**config.mk**
```make
export PLATFORM = sky130hd
export DESIGN_NAME = interrupt_controller_flat
export DESIGN_NICKNAME = d
export VERILOG_FILES = /design/src/rtl/pa_cpu.sv /design/src/rtl/interrupt_controller_if.sv /design/src/rtl/irq_edge_detect.sv /design/src/rtl/interrupt_controller.sv /design/src/flat_wrapper.sv
export SDC_FILE = /design/constraint.sdc
export NUM_CORES = 1
export LEC_CHECK = 0
export BUFFER_PORTS_ARGS = -buffer_cell sky130_fd_sc_hd__buf_2
export CAP_MARGIN = 20
export CORE_UTILIZATION = 44
export DETAILED_ROUTE_END_ITERATION = 7
export PLACE_DENSITY_LB_ADDON = 0.3
export SETUP_SLACK_MARGIN = 0.4
export SYNTH_ARGS = -nofsm -noshare
export SYNTH_HDL_FRONTEND = slang
export SYNTH_SLANG_ARGS = --single-unit
```
**constraint.sdc**
```tcl
create_clock -name clk -period 1.1 [get_ports clk]
set_input_delay 0.055 -clock clk [delete_from_list [all_inputs] [get_ports clk]]
set_output_delay 0.055 -clock clk [all_outputs]
set_load 0.1 [all_outputs]
```
**src/rtl/pa_cpu.sv**
```systemverilog
// Shared CPU-board definitions for the interrupt controller: default IRQ count,
// handshake FSM states and the fixed-priority pick helper.
package pa_cpu;

  localparam int NBR_IRQS = 8;
  localparam int MAX_IRQS = 8;

  typedef enum logic [1:0] {
    IDLE,
    REQ,
    ACKW
  } e_int_state;

  // Lowest set index wins (index 0 is highest priority); 0 when nothing is set.
  function automatic int lowest_set(input logic [MAX_IRQS-1:0] v);
    lowest_set = 0;
    for (int i = MAX_IRQS - 1; i >= 0; i--) begin
      if (v[i]) lowest_set = i;
    end
  endfunction

endpackage

```
**src/rtl/interrupt_controller_if.sv**
```systemverilog
// Sequencer <-> interrupt controller handshake plus the z_bus register-load strobes.
// master = sequencer side, slave = interrupt controller.
interface interrupt_controller_if #(
  parameter int NBR_IRQS = pa_cpu::NBR_IRQS
);
  localparam int ID_W = $clog2(NBR_IRQS);

  logic [7:0]      z_bus;
  logic            ctrl_irq_masks_wrt;
  logic            ctrl_int_vector_wrt;
  logic            ctrl_int_ack;
  logic            ctrl_clear_all_ints;
  logic            int_pending;
  logic [7:0]      int_vector;
  logic [ID_W-1:0] int_id;

  modport master (
    output z_bus, ctrl_irq_masks_wrt, ctrl_int_vector_wrt, ctrl_int_ack, ctrl_clear_all_ints,
    input  int_pending, int_vector, int_id
  );

  modport slave (
    input  z_bus, ctrl_irq_masks_wrt, ctrl_int_vector_wrt, ctrl_int_ack, ctrl_clear_all_ints,
    output int_pending, int_vector, int_id
  );

endinterface

```
**src/rtl/irq_edge_detect.sv**
```systemverilog
// Rising-edge detector for the IRQ pins. Build option IRQ_SYNC_EN inserts a
// 2-flop synchronizer per line ahead of the edge detect (adds two cycles).
module irq_edge_detect #(
  parameter int NBR_IRQS = 8
) (
  input  logic                clk,
  input  logic                _rst,
  input  logic [NBR_IRQS-1:0] irq_in,
  output logic [NBR_IRQS-1:0] rise
);

  logic [NBR_IRQS-1:0] irq_s;
  logic [NBR_IRQS-1:0] irq_prev;

`ifdef IRQ_SYNC_EN
  logic [NBR_IRQS-1:0] sync_q1;
  logic [NBR_IRQS-1:0] sync_q2;

  always_ff @(posedge clk) begin
    if (!_rst) begin
      sync_q1 <= '0;
      sync_q2 <= '0;
    end else begin
      sync_q1 <= irq_in;
      sync_q2 <= sync_q1;
    end
  end

  assign irq_s = sync_q2;
`else
  assign irq_s = irq_in;
`endif

  // NOTE: sequential state uses non-blocking (<=) so every flop samples pre-edge values.
  always_ff @(posedge clk) begin
    if (!_rst) irq_prev <= '0;
    else       irq_prev <= irq_s;
  end

  // A level held high produces a single rise, hence a single request.
  assign rise = irq_s & ~irq_prev;

endmodule

```
**src/rtl/interrupt_controller.sv**
```systemverilog
// IRQ source for the microcode sequencer: edge-latched requests, mask register,
// fixed-priority pick and the int_pending / ack handshake. Optional build macro: IRQ_SYNC_EN.
module interrupt_controller #(
  parameter int NBR_IRQS = pa_cpu::NBR_IRQS
) (
  input  logic                   clk,
  input  logic                   _rst,
  input  logic [NBR_IRQS-1:0]    irq_in,
  interrupt_controller_if.slave  bus,
  output logic [NBR_IRQS-1:0]    irq_masks,
  output logic [NBR_IRQS-1:0]    irq_status
);
  import pa_cpu::*;

  localparam int ID_W = $clog2(NBR_IRQS);

  logic [NBR_IRQS-1:0] rise;
  logic [NBR_IRQS-1:0] pending;
  logic [NBR_IRQS-1:0] active;
  logic [NBR_IRQS-1:0] pend_clr;
  logic [ID_W-1:0]     sel;
  logic [ID_W-1:0]     int_id_q;
  logic [7:ID_W+1]     vector_hi;
  logic                int_pending_q;
  e_int_state          state;

  irq_edge_detect #(.NBR_IRQS(NBR_IRQS)) u_edge (
    .clk    (clk),
    ._rst   (_rst),
    .irq_in (irq_in),
    .rise   (rise)
  );

  // Only the vector-base bits above the id field ever reach int_vector.
  always_ff @(posedge clk) begin
    if (!_rst) begin
      irq_masks <= '0;
      vector_hi <= '0;
    end else begin
      if (!bus.ctrl_irq_masks_wrt)  irq_masks <= bus.z_bus[NBR_IRQS-1:0];
      if (!bus.ctrl_int_vector_wrt) vector_hi <= bus.z_bus[7:ID_W+1];
    end
  end

  assign active = pending & irq_masks;
  assign sel    = ID_W'(lowest_set(MAX_IRQS'(active)));

  // NOTE: every always_comb output gets a default first, so no path leaves it unassigned (no latch).
  always_comb begin
    pend_clr = '0;
    if (bus.ctrl_clear_all_ints)                          pend_clr      = '1;
    else if (state == REQ && bus.ctrl_int_ack && |active) pend_clr[sel] = 1'b1;
  end

  // A rise in the same cycle as a clear re-sets the bit.
  always_ff @(posedge clk) begin
    if (!_rst) pending <= '0;
    else       pending <= (pending & ~pend_clr) | rise;
  end

  always_ff @(posedge clk) begin
    if (!_rst) begin
      state         <= IDLE;
      int_pending_q <= 1'b0;
      int_id_q      <= '0;
    end else if (bus.ctrl_clear_all_ints) begin
      int_pending_q <= 1'b0;
      state         <= bus.ctrl_int_ack ? ACKW : IDLE;
    end else begin
      unique case (state)
        IDLE: begin
          int_pending_q <= |active;
          if (|active) state <= REQ;
        end
        REQ: begin
          if (!(|active)) begin
            int_pending_q <= 1'b0;
            state         <= IDLE;
          end else if (bus.ctrl_int_ack) begin
            int_id_q      <= sel;
            int_pending_q <= 1'b0;
            state         <= ACKW;
          end else begin
            int_pending_q <= 1'b1;
          end
        end
        ACKW: begin
          // A multi-cycle ack counts once: wait for it to drop.
          int_pending_q <= 1'b0;
          if (!bus.ctrl_int_ack) state <= IDLE;
        end
        default: begin
          int_pending_q <= 1'b0;
          state         <= IDLE;
        end
      endcase
    end
  end

  assign bus.int_pending = int_pending_q;
  assign bus.int_id      = int_id_q;
  assign bus.int_vector  = {vector_hi, int_id_q, 1'b0};
  assign irq_status      = pending;

endmodule

```
**src/flat_wrapper.sv**
```systemverilog
// flat-port wrapper written by rule: the top's interface ports become plain ports
module interrupt_controller_flat import pa_cpu::*;
#(
  parameter int NBR_IRQS = pa_cpu::NBR_IRQS
)
  (clk, _rst, irq_in, irq_masks, irq_status, bus_z_bus, bus_ctrl_irq_masks_wrt, bus_ctrl_int_vector_wrt, bus_ctrl_int_ack, bus_ctrl_clear_all_ints, bus_int_pending, bus_int_vector, bus_int_id);
  interrupt_controller_if #(.NBR_IRQS(NBR_IRQS)) bus_i ();
  input  logic clk;
  input  logic _rst;
  input  logic [NBR_IRQS-1:0] irq_in;
  output logic [NBR_IRQS-1:0] irq_masks;
  output logic [NBR_IRQS-1:0] irq_status;
  input wire logic [$bits(bus_i.z_bus)-1:0] bus_z_bus;
  input wire logic [$bits(bus_i.ctrl_irq_masks_wrt)-1:0] bus_ctrl_irq_masks_wrt;
  input wire logic [$bits(bus_i.ctrl_int_vector_wrt)-1:0] bus_ctrl_int_vector_wrt;
  input wire logic [$bits(bus_i.ctrl_int_ack)-1:0] bus_ctrl_int_ack;
  input wire logic [$bits(bus_i.ctrl_clear_all_ints)-1:0] bus_ctrl_clear_all_ints;
  output wire logic [$bits(bus_i.int_pending)-1:0] bus_int_pending;
  output wire logic [$bits(bus_i.int_vector)-1:0] bus_int_vector;
  output wire logic [$bits(bus_i.int_id)-1:0] bus_int_id;
  assign bus_i.z_bus = bus_z_bus;
  assign bus_i.ctrl_irq_masks_wrt = bus_ctrl_irq_masks_wrt;
  assign bus_i.ctrl_int_vector_wrt = bus_ctrl_int_vector_wrt;
  assign bus_i.ctrl_int_ack = bus_ctrl_int_ack;
  assign bus_i.ctrl_clear_all_ints = bus_ctrl_clear_all_ints;
  assign bus_int_pending = bus_i.int_pending;
  assign bus_int_vector = bus_i.int_vector;
  assign bus_int_id = bus_i.int_id;
  interrupt_controller #(.NBR_IRQS(NBR_IRQS)) u_core (.clk(clk), ._rst(_rst), .irq_in(irq_in), .bus(bus_i), .irq_masks(irq_masks), .irq_status(irq_status));
endmodule
```
Word-level counts from Yosys, hierarchy flattened:

Index checks and enable logic that the tools add are counted.

* input bits: 22
* output and inout bits: 28
* bits in registers: 34

* $lt $le $gt $ge: 2
* reduce and logical (&&, ||, !) cells: 8
* mux-type cells: 22
* bitwise logic cells: 8
* eq/ne operators: 5

Operators with widths (count)
* AND 8 bit: 3
* 2-to-1 mux 3 bit: 8
* 2-to-1 mux 8 bit: 2
* NOT 8 bit: 2
* 2-to-1 mux 2 bit: 6
* OR 8 bit: 1
* OR reduction 8 bit: 1
* case mux 2 bit (3 select lines): 1
* < comparator 3 x 4 -> 1 bit (second input constant): 1
* inequality test 4 bit (second input constant): 1
* AND reduction 4 bit: 1
* demux 1 bit (select 3 bit): 1
* >= comparator 3 x 1 -> 1 bit (second input constant): 1
* logical AND 1 bit: 3
* 2-to-1 mux 1 bit: 3
* inequality test 3 x 2 -> 1 bit (second input constant): 1
* inequality test 3 bit (second input constant): 1
* AND reduction 3 bit: 1
* == test 2 x 1 -> 1 bit (second input constant): 1
* == test 2 bit (second input constant): 1
* zero test 2 bit: 1
* NOT 1 bit: 2
* case mux 1 bit (2 select lines): 1
* OR reduction 2 bit: 1

Logic depth before layout (Yosys ltp):

Gate-level depths: netlist of the first run.

* depth in word-level cells: 18
* gate-level depth with buffers: 5
* depth with buffers taken out: 4

Modules after synthesis:

A second synthesis of the first run with hierarchy kept.

* cell total of the unflattened synthesis: 149
* area total of the unflattened synthesis: 1440.1 um^2

By module, submodules not included
* interrupt_controller: cells each 125, times used 1, area an instance 1179.9 um^2
* irq_edge_detect: cells each 24, times used 1, area an instance 260.2 um^2

Worst setup path before layout of the first run:

Ideal clock, no wire load.

* path kind: register to register
* from: register u_core.pending[2] (netlist: u_core.irq_status[2])
* to: register u_core.pending[2] (netlist: u_core.irq_status[2])
* data required time: 0.983 ns
* path buffers: 0
* slack: -0.897 ns
* period minus slack after synthesis: 1.997 ns
* cell stages (with the launch flop): 5
* data arrival time: 1.881 ns
* path through: dfxtp_1 > a22oi_4 > nand3b_1 > a32o_1 > a31o_1

* longest elaborated chain between the ends: 13
* elaborated cells between the ends (all ways): 16
* classes of those cells: 2 x order compare; 7 x mux; 4 x bitwise; 3 x reduce/logical

Ends and longest elaborated chain
* start, declared: RTL line interrupt_controller.sv:18 `logic [NBR_IRQS-1:0] pending;`
* start signal, assigned: RTL line interrupt_controller.sv:58 `else pending <= (pending & ~pend_clr) | rise;`
* AND 8 bit: RTL line interrupt_controller.sv:45 `assign active = pending & irq_masks;`
* 2-to-1 mux 3 bit (3 in series): RTL line pa_cpu.sv:18 `if (v[i]) lowest_set = i;`
* < comparator 3 x 4 -> 1 bit (not written as such) or >= comparator 3 x 1 -> 1 bit (tied branches): RTL line interrupt_controller.sv:52 `else if (state == REQ && bus.ctrl_int_ack && |active) pend_clr[sel] = 1'b1;`
* logical AND 1 bit (not written as such): RTL line interrupt_controller.sv:52
* 2-to-1 mux 1 bit (not written as such): RTL line interrupt_controller.sv:52
* demux 1 bit (select 3 bit)
* 2-to-1 mux 8 bit: RTL line interrupt_controller.sv:52
* 2-to-1 mux 8 bit: RTL line interrupt_controller.sv:51 `if (bus.ctrl_clear_all_ints) pend_clr = '1;`
* NOT 8 bit: RTL line interrupt_controller.sv:58
* AND 8 bit (*): RTL line interrupt_controller.sv:58
* OR 8 bit (*): RTL line interrupt_controller.sv:58

Every way passes the cells marked *; elsewhere a longest branch is shown, timed or not.
A chain may end at the register's enable or synchronous reset.

Worst setup path in the final report of the first run:

* from: register u_core.pending[6] (netlist: u_core.irq_status[6])
* to: register u_core.int_id_q[0] (netlist: u_core.bus.int_id[0])

* longest elaborated chain between the ends: 8
* elaborated cells between the ends (all ways): 10
* classes of those cells: 7 x mux; 1 x bitwise; 2 x reduce/logical

Ends and longest elaborated chain
* AND 8 bit (*): RTL line interrupt_controller.sv:45
* 2-to-1 mux 3 bit (7 in series): RTL line pa_cpu.sv:18
* end signal, assigned: RTL line interrupt_controller.sv:80 `int_id_q <= sel;`
* end, declared: RTL line interrupt_controller.sv:22 `logic [ID_W-1:0] int_id_q;`

Marks and branches as above.

==> key figures, run 1 <==
Run status
  • Outcome: finished, violations left
  • Failing checks: hold timing, setup timing

STA
  • Hold_ws: -0.0644 ns
  • Fraction of the cycle the final worst path needs: 139%
  • Worst clock skew: around 0.016 ns
  • Max Clk Rate: ~650 MHz
  • RSZ-0062 raised after global routing: true
  • Endpoints failing hold: 6
  • Tmin final: 1.53 ns
  • Slew Limit Fails: 0
  • Worst Slack Setup Final: -0.428 ns
  • Setup violators final: 27

Die
  • Die Span Y: just under 60 µm
  • Starting Density: 46.9%
  • Rows: 20
  • IO Pins: 50
  • Die Wd: about 60 µm
  • Die area: about 0.0035 mm²
  • Core box area: roughly 0.0031 mm²

Setup path
  • Worst path max stage delay: 0.38 ns
  • Crit-path cells: a22oi_2, nand4_1, a21oi_1, a41o_1
  • Crit-path max FO: 5
  • CP top delay family: compound AO/OA/AOI/OAI gates
  • Critical Path Sink Type: flip-flop
  • Crit path kind: reg2reg
  • Crit path DAT: 1.83 ns
  • Worst Setup Start Kind: flip-flop
  • CP required: 1.40 ns
  • Slowest CP cell: dfxtp_4
  • Bufs and invs on worst path: 0

Detailed routing
  • Final ANT Viol Nets: 0
  • Wirelength, routed: 8.91 mm
  • Routed WL per cell: 29.0 µm
  • DR vias: 2001
  • Initial DRC Count: between 300 and 400
  • Via density: approximately 6.5
  • First-pass DRT Iterations: 8
  • Drt drc: 0

Placed design
  • Cell count after placement: ~270
  • Dpl hpwl: between 3 and 4 mm
  • Number of port buffers: 48
  • GP Congestion: ~0.86

Power
  • Pwr per Cell Area: 1170 mW/mm²
  • Peak supply drop: between 0.0009 and 0.001 V
  • LEAKAGE: around 1.3 nW
  • Final Power: ~3.5 mW

Hold path
  • Hold Crit Class: in2reg

Logic synthesis
  • Number of synthesized register bits: 34
  • Mapped Area: between 0.001 and 0.0015 mm²
  • Post-synth top area share: between 40 and 50%
  • Sequential area share after synthesis: 47.1%
  • Distinct cells, synth: 35
  • Post-Synthesis Cells: between 150 and 200
  • Top post-synthesis cells by area: dfxtp_1, mux2i_1, nand2_1, nor2_1, a22oi_4
  • Yosys top cell by area: dfxtp_1
  • Syn nets: between 150 and 200
  • Warnings from Yosys: 0
  • Syn Area/Cell: 9.50 µm²

Cells and area
  • Area growth, synth to finish: 106%
  • Layout cell share with drive strength beyond 1: roughly three fifths
  • Non-Filler Instances: slightly above 300
  • Fillers: 54
  • Ant diodes: 0
  • Post-layout net count: 285

CTS
  • Worst-path clk slew: between 0.1 and 0.15 ns
  • TritonCTS Sinks: 34
  • CTS H-tree lvls: 2
  • CTS Buf Count: 5
  • Clock Root Buffer: clkbuf_4
  • CTS tree: yes
  • Max Buffers Root-to-Sink: 2
  • Clock insertion delay at the later pin of the skew report: 0.37 ns

Job
  • MaxCap Viol Count: 0

Global route
  • Largest net degree at the start of global routing: 15
  • Initial antenna violation count: 0
  • Vias in the first global route: roughly 1900
  • Global-route wire length before repair: 9.94 mm
  • GRT Total Usage: roughly two fifths
  • Overflow after GRT: 0
## power breakdown
group	internal, mW	switching, mW
Combinational	0.558	0.816
Sequential	1.29	0.111
Clock	0.241	0.467
Total	2.09	1.39
## cell type report
cell class | instances | area [µm²] | area share (%)
sequential | 34 | 771 | 25.9
timing repair buffer | 113 | 1270 | 42.7
inverter | 8 | 30.0 | 1.01
multi-input combinational | 101 | 807 | 27.1
clock buffer | 7 | 45.0 | 1.51
tap | 44 | 55.1 | 1.85
## Yosys cell counts
cell type and instances:
a31o_1 2, nor3_1 2, a32oi_1 2, o221ai_2 1
nand3b_1 3, nand4_2 1, a211oi_1 2, a31o_2 1
a31oi_4 1, a32o_1 2, a22o_1 2, a22oi_4 2
nand2_1 18, and4b_1 2, a21oi_1 8, inv_1 8
clkbuf_1 1, nand3_1 4, buf_1 1, nand4_1 1
nor2b_1 2, mux2i_1 12, conb_1 1, a22oi_1 2
buf_4 4, dfxtp_1 34, and2_1 6, a41o_1 1
buf_2 3, and2_4 1, o21ai_1 1, and3b_2 1
a31oi_1 2, nor2_1 15, o21ai_0 3
## cells in the final DEF (no fill, tap or decap), types with 6 or more instances in the layout
cell type	Yosys	layout
buf_12	0	28
inv_1	8	8
dfxtp_1	34	8
buf_2	3	21
dlygate4sd3_1	0	10
and2_1	6	6
dfxtp_4	0	23
nand2_1	18	15
nor2_1	15	13
mux2i_1	12	7
buf_4	4	27
buf_6	0	27
## worst paths after layout
| kind | start | cells past startpoint | slack (ns) | endpoint |
|---|---|---|---|---|
| max | u_core.irq_status[6] | 4 | -0.43 | u_core.bus.int_id[0] |
| min | irq_in[6] | 2 | -0.06 | u_core.u_edge.irq_prev[6] |
| max reg2reg | u_core.irq_status[6] | 4 | -0.43 | u_core.bus.int_id[0] |
| min reg2reg | u_core.u_edge.irq_prev[1] | 1 | 0.54 | u_core.irq_status[1] |
## what timing repair did
| item | 4_1_cts | 5_1_grt |
|---|---|---|
| resized for setup | 29 | 19 |
| setup buffers | 12 | 10 |
| hold endpoints to repair | 21 | 7 |
| endpoints found under the setup margin | 49 | 52 |
| pin swaps | 16 | 10 |
| hold buffers | 9 | 1 |
## per-layer routing
metal	global-route usage [%]	vias to the layer above	part of all wire, %	wire [µm]
met1	40.7	906	32	2860
met4	35.4	0	11	988
met3	14.4	94	12	1070
li1	-	751	-	-
met5	0	-	0	0
met2	66.9	250	45	4000
## sequential cells by signal, indices dropped and copies added (netlist names)
signal,count
u_core.irq_masks,8
u_core.irq_status,8
u_core.u_edge.irq_prev,8
u_core.vector_hi,4
u_core.bus.int_id,3
u_core.state,2
u_core.bus.int_pending,1
## cell families after synthesis
family / Yosys count / synth area share (%)
compound gates: 32 / 18.9
other cells: 1 / 0.260
mux: 12 / 8.32
simple gates: 56 / 19.7
flops: 34 / 47.1
buf+inv: 17 / 5.72
## worst register-to-register path, delay by kind of cell (launching register included)
| kind | cells | cell delay [ns] |
|---|---|---|
| compound gates | 3 | 0.75 |
| simple gates | 1 | 0.33 |
| flops | 1 | 0.38 |
## metrics by stage
step | cell area [µm²] | TNS [ns] | utilization [%] | hold WS (ns) | worst slack (ns)
3_5_place_dp | 2460 | -2.02 | 79.9 | 0.269 | -0.265
4_1_cts | 2810 | -1.42 | 91.2 | -0.0749 | -0.163
3_3_place_gp | 2460 | -1.07 | 79.9 | 0.259 | -0.181
6_report | 2980 | -4.49 | 96.8 | -0.0644 | -0.428
2_1_floorplan | 1600 | -2.07 | - | 0.164 | -0.313
5_1_grt | 2980 | -5.36 | 96.8 | -0.0793 | -0.529
No activity file was read; power rests on OpenSTA's default activity.
==> run 2: changes to the inputs <==
--- a/config.mk
+++ b/config.mk
@@ -7,7 +7,7 @@
 export LEC_CHECK = 0
 export BUFFER_PORTS_ARGS = -buffer_cell sky130_fd_sc_hd__buf_2
 export CAP_MARGIN = 20
-export CORE_UTILIZATION = 44
+export CORE_UTILIZATION = 49
 export DETAILED_ROUTE_END_ITERATION = 7
 export PLACE_DENSITY_LB_ADDON = 0.3
 export SETUP_SLACK_MARGIN = 0.4
==> constraint.sdc (replaced) <==
create_clock -name clk -period 1.6 [get_ports clk]
set_input_delay 0.08 -clock clk [delete_from_list [all_inputs] [get_ports clk]]
set_output_delay 0.08 -clock clk [all_outputs]
set_load 0.1 [all_outputs]
==> run 2 against run 1 <==
  * The run now ends clean
  * Sequential power is 32% lower
  * Sequential cell count unchanged
  * Combinational power decreased by 57%
  * Highest routed layer unchanged
  * Largest cell class is now flip-flops and latches
  * Sequential share of layout area rose by 8.4 points
  * Worst hold slack better by 0.13 ns
  * Clock power shrank 37%
  * Power decreased by 43%
  * Worst setup slack improved by 0.76 ns
  * Clock skew is 0.0065 ns lower
  * Global-route usage down 14 points
==> key figures, run 2 (synthesis gave the netlist of run 1 again) <==
Run status
  • Outcome: completed

Setup path
  • CP top delay family: compound AO/OA/AOI/OAI gates
  • Worst reg-to-reg path cell count: 3
  • Crit-path max FO: 5
  • Crit path kind: reg2reg
  • Crit path DAT: approximately 1.5 ns
  • Worst path max stage delay: about 0.37 ns
  • Worst r2r src: u_core.irq_status[0]
  • Worst Setup Start Kind: flip-flop
  • Slowest CP cell: dfxtp_4
  • Critical Path Sink Type: flip-flop
  • Crit-path cells: a22oi_4, nand4_1, a41o_1
  • Reg-to-Reg End: u_core.bus.int_id[0]
  • Bufs and invs on worst path: 0
  • CP required: 1.84 ns
  • Worst reg2reg setup slack: roughly 0.33 ns

Power
  • Net Switching: between 700 and 800 µW
  • Internal power: about 1.2 mW
  • Peak supply drop: roughly 0.00094 V
  • Pwr per Cell Area: a little over 900 mW/mm²
  • Seq pwr share: a little under half
  • Switching Fraction: a little under two fifths
  • Gate power share: between 20 and 30%
  • LEAKAGE: between 1 and 1.5 nW
  • Clk pwr share: between 20% and 30%

Cells and area
  • Most common cell after layout, fill and taps aside: buf_4
  • Ant diodes: 0
  • Post-layout net count: 250
  • Area growth, synth to finish: 52.1%
  • Design area: around 0.0022 mm²
  • Layout cell share with drive strength beyond 1: between 40% and 50%
  • Non-Filler Instances: 260
  • Commonest cells after routing, fill and taps aside: buf_4, buf_2, nand2_1

Detailed routing
  • Wirelength, routed: between 3 and 4 mm
  • Initial DRC Count: 40
  • Final ANT Viol Nets: 0
  • DR vias: approximately 1400
  • First-pass DRT Iterations: 7
  • Drt drc: 0
  • Via density: 5.50
  • Routed WL per cell: about 15 µm

Hold path
  • Hold wc startpoint: _rst
  • WHS Endpoint: u_core.state[1]
  • Worst Hold Depth: 3
  • Hold Crit Class: in2reg

CTS
  • Worst-path clk slew: 0.10 ns
  • Max Buffers Root-to-Sink: 2
  • CTS Buf Count: 5
  • TritonCTS Sinks: 34
  • Clock Root Buffer: clkbuf_4
  • CTS H-tree lvls: 2
  • CTS tree: yes
  • Clock insertion delay at the later pin of the skew report: 0.34 ns

Die
  • Die Wd: approximately 56 µm
  • Starting Density: between 50% and 60%
  • Rows: 19
  • Core box area: 0.00278 mm²
  • Die Span Y: ~56 µm
  • Die area: 0.00317 mm²
  • IO Pins: 50

Global route
  • Vias in the first global route: 1456
  • Overflow after GRT: 0
  • Largest net degree at the start of global routing: 15
  • Global-route wire length before repair: roughly 6.4 mm
  • GRT Total Usage: roughly 27%
  • Initial antenna violation count: 0

STA
  • Hold_ws: 0.0673 ns
  • Slew Limit Fails: 0
  • RSZ-0062 raised after global routing: true
  • Worst Slack Setup Final: 0.330 ns
  • Fraction of the cycle the final worst path needs: approximately 79%
  • Endpoints failing hold: 0
  • Worst clock skew: 0.00920 ns
  • Setup violators final: 0
  • Max Clk Rate: 787 MHz
  • Setup TNS: 0 ns
  • Tmin final: roughly 1.3 ns

Placed design
  • DP Worst Slack: 0.298 ns
  • GP Congestion: 0.827
  • Number of port buffers: between 40 and 50
  • Dpl hpwl: between 2 and 3 mm
  • Cell count after placement: 226
  • Area after DPL: 0.00179 mm²

Job
  • MaxCap Viol Count: 0
## run 2: changes by cell type in the layout (fill, tap and decap cells not counted), sizes merged
cell	before	now
clkbuf	7	13
clkinv	0	2
buf	103	54
dlygate4sd3	10	17
## run 2: power groups by stage
stage / Combinational, mW / Sequential, mW / Clock (mW)
6_report: 0.595 / 0.956 / 0.446
5_1_grt: 0.620 / 0.965 / 0.504
4_1_cts: 0.572 / 0.954 / 0.461
3_5_place_dp: 0.511 / 0.970 / 0
3_3_place_gp: 0.503 / 0.963 / 0
2_1_floorplan: 0.147 / 1.23 / 0
## run 2: routing by layer
layer	part of all wire (%)	global-route usage, %
met2	50	45.4
met3	5.3	6.91
met1	42	31.1
met4	2.3	13.9
met5	0	0
## run 2: per-stage QoR
step / utilization, % / total power, mW
2_1_floorplan: - / 1.38
3_3_place_gp: 64.3 / 1.47
3_5_place_dp: 64.3 / 1.48
4_1_cts: 75.8 / 1.99
5_1_grt: 78.9 / 2.09
6_report: 78.9 / 2.00
## run 2: timing repair
item | in CTS | in global routing
buffers inserted | 5 | 4
endpoints found under the setup margin | 28 | 20
gates resized for setup | 23 | 15
hold buffers | 17 | 0
endpoints found under the hold margin | 21 | 0
pin swaps | 8 | 8
## run 2: layout make-up
type / instances / area (µm²)
Clock inverter: 2 / 10.0
Tap cell: 31 / 38.8
Clock buffer: 6 / 41.3
Inverter: 8 / 30.0
Multi-Input combinational cell: 101 / 743
Timing Repair Buffer: 78 / 581
Fill cell: 190 / 586
Sequential cell: 34 / 752
## run 2: how the worst max path moves through the flow
stage	from	end	slack, ns	depth (start not counted)
2_1_floorplan	u_core.irq_status[4]	u_core.irq_status[4]	0.19	4
3_3_place_gp	u_core.state[0]	u_core.irq_status[4]	0.35	4
3_5_place_dp	u_core.state[0]	u_core.irq_status[4]	0.30	4
4_1_cts	u_core.irq_masks[0]	u_core.irq_status[4]	0.34	4
5_1_grt	u_core.irq_masks[1]	u_core.bus.int_id[0]	0.26	4
6_report	u_core.irq_status[0]	u_core.bus.int_id[0]	0.33	3
## run 2: worst register-to-register path: stages, from the launching register on
cell	delay, ns
dfxtp_4	0.37
a22oi_4	0.25
nand4_1	0.26
a41o_1	0.29
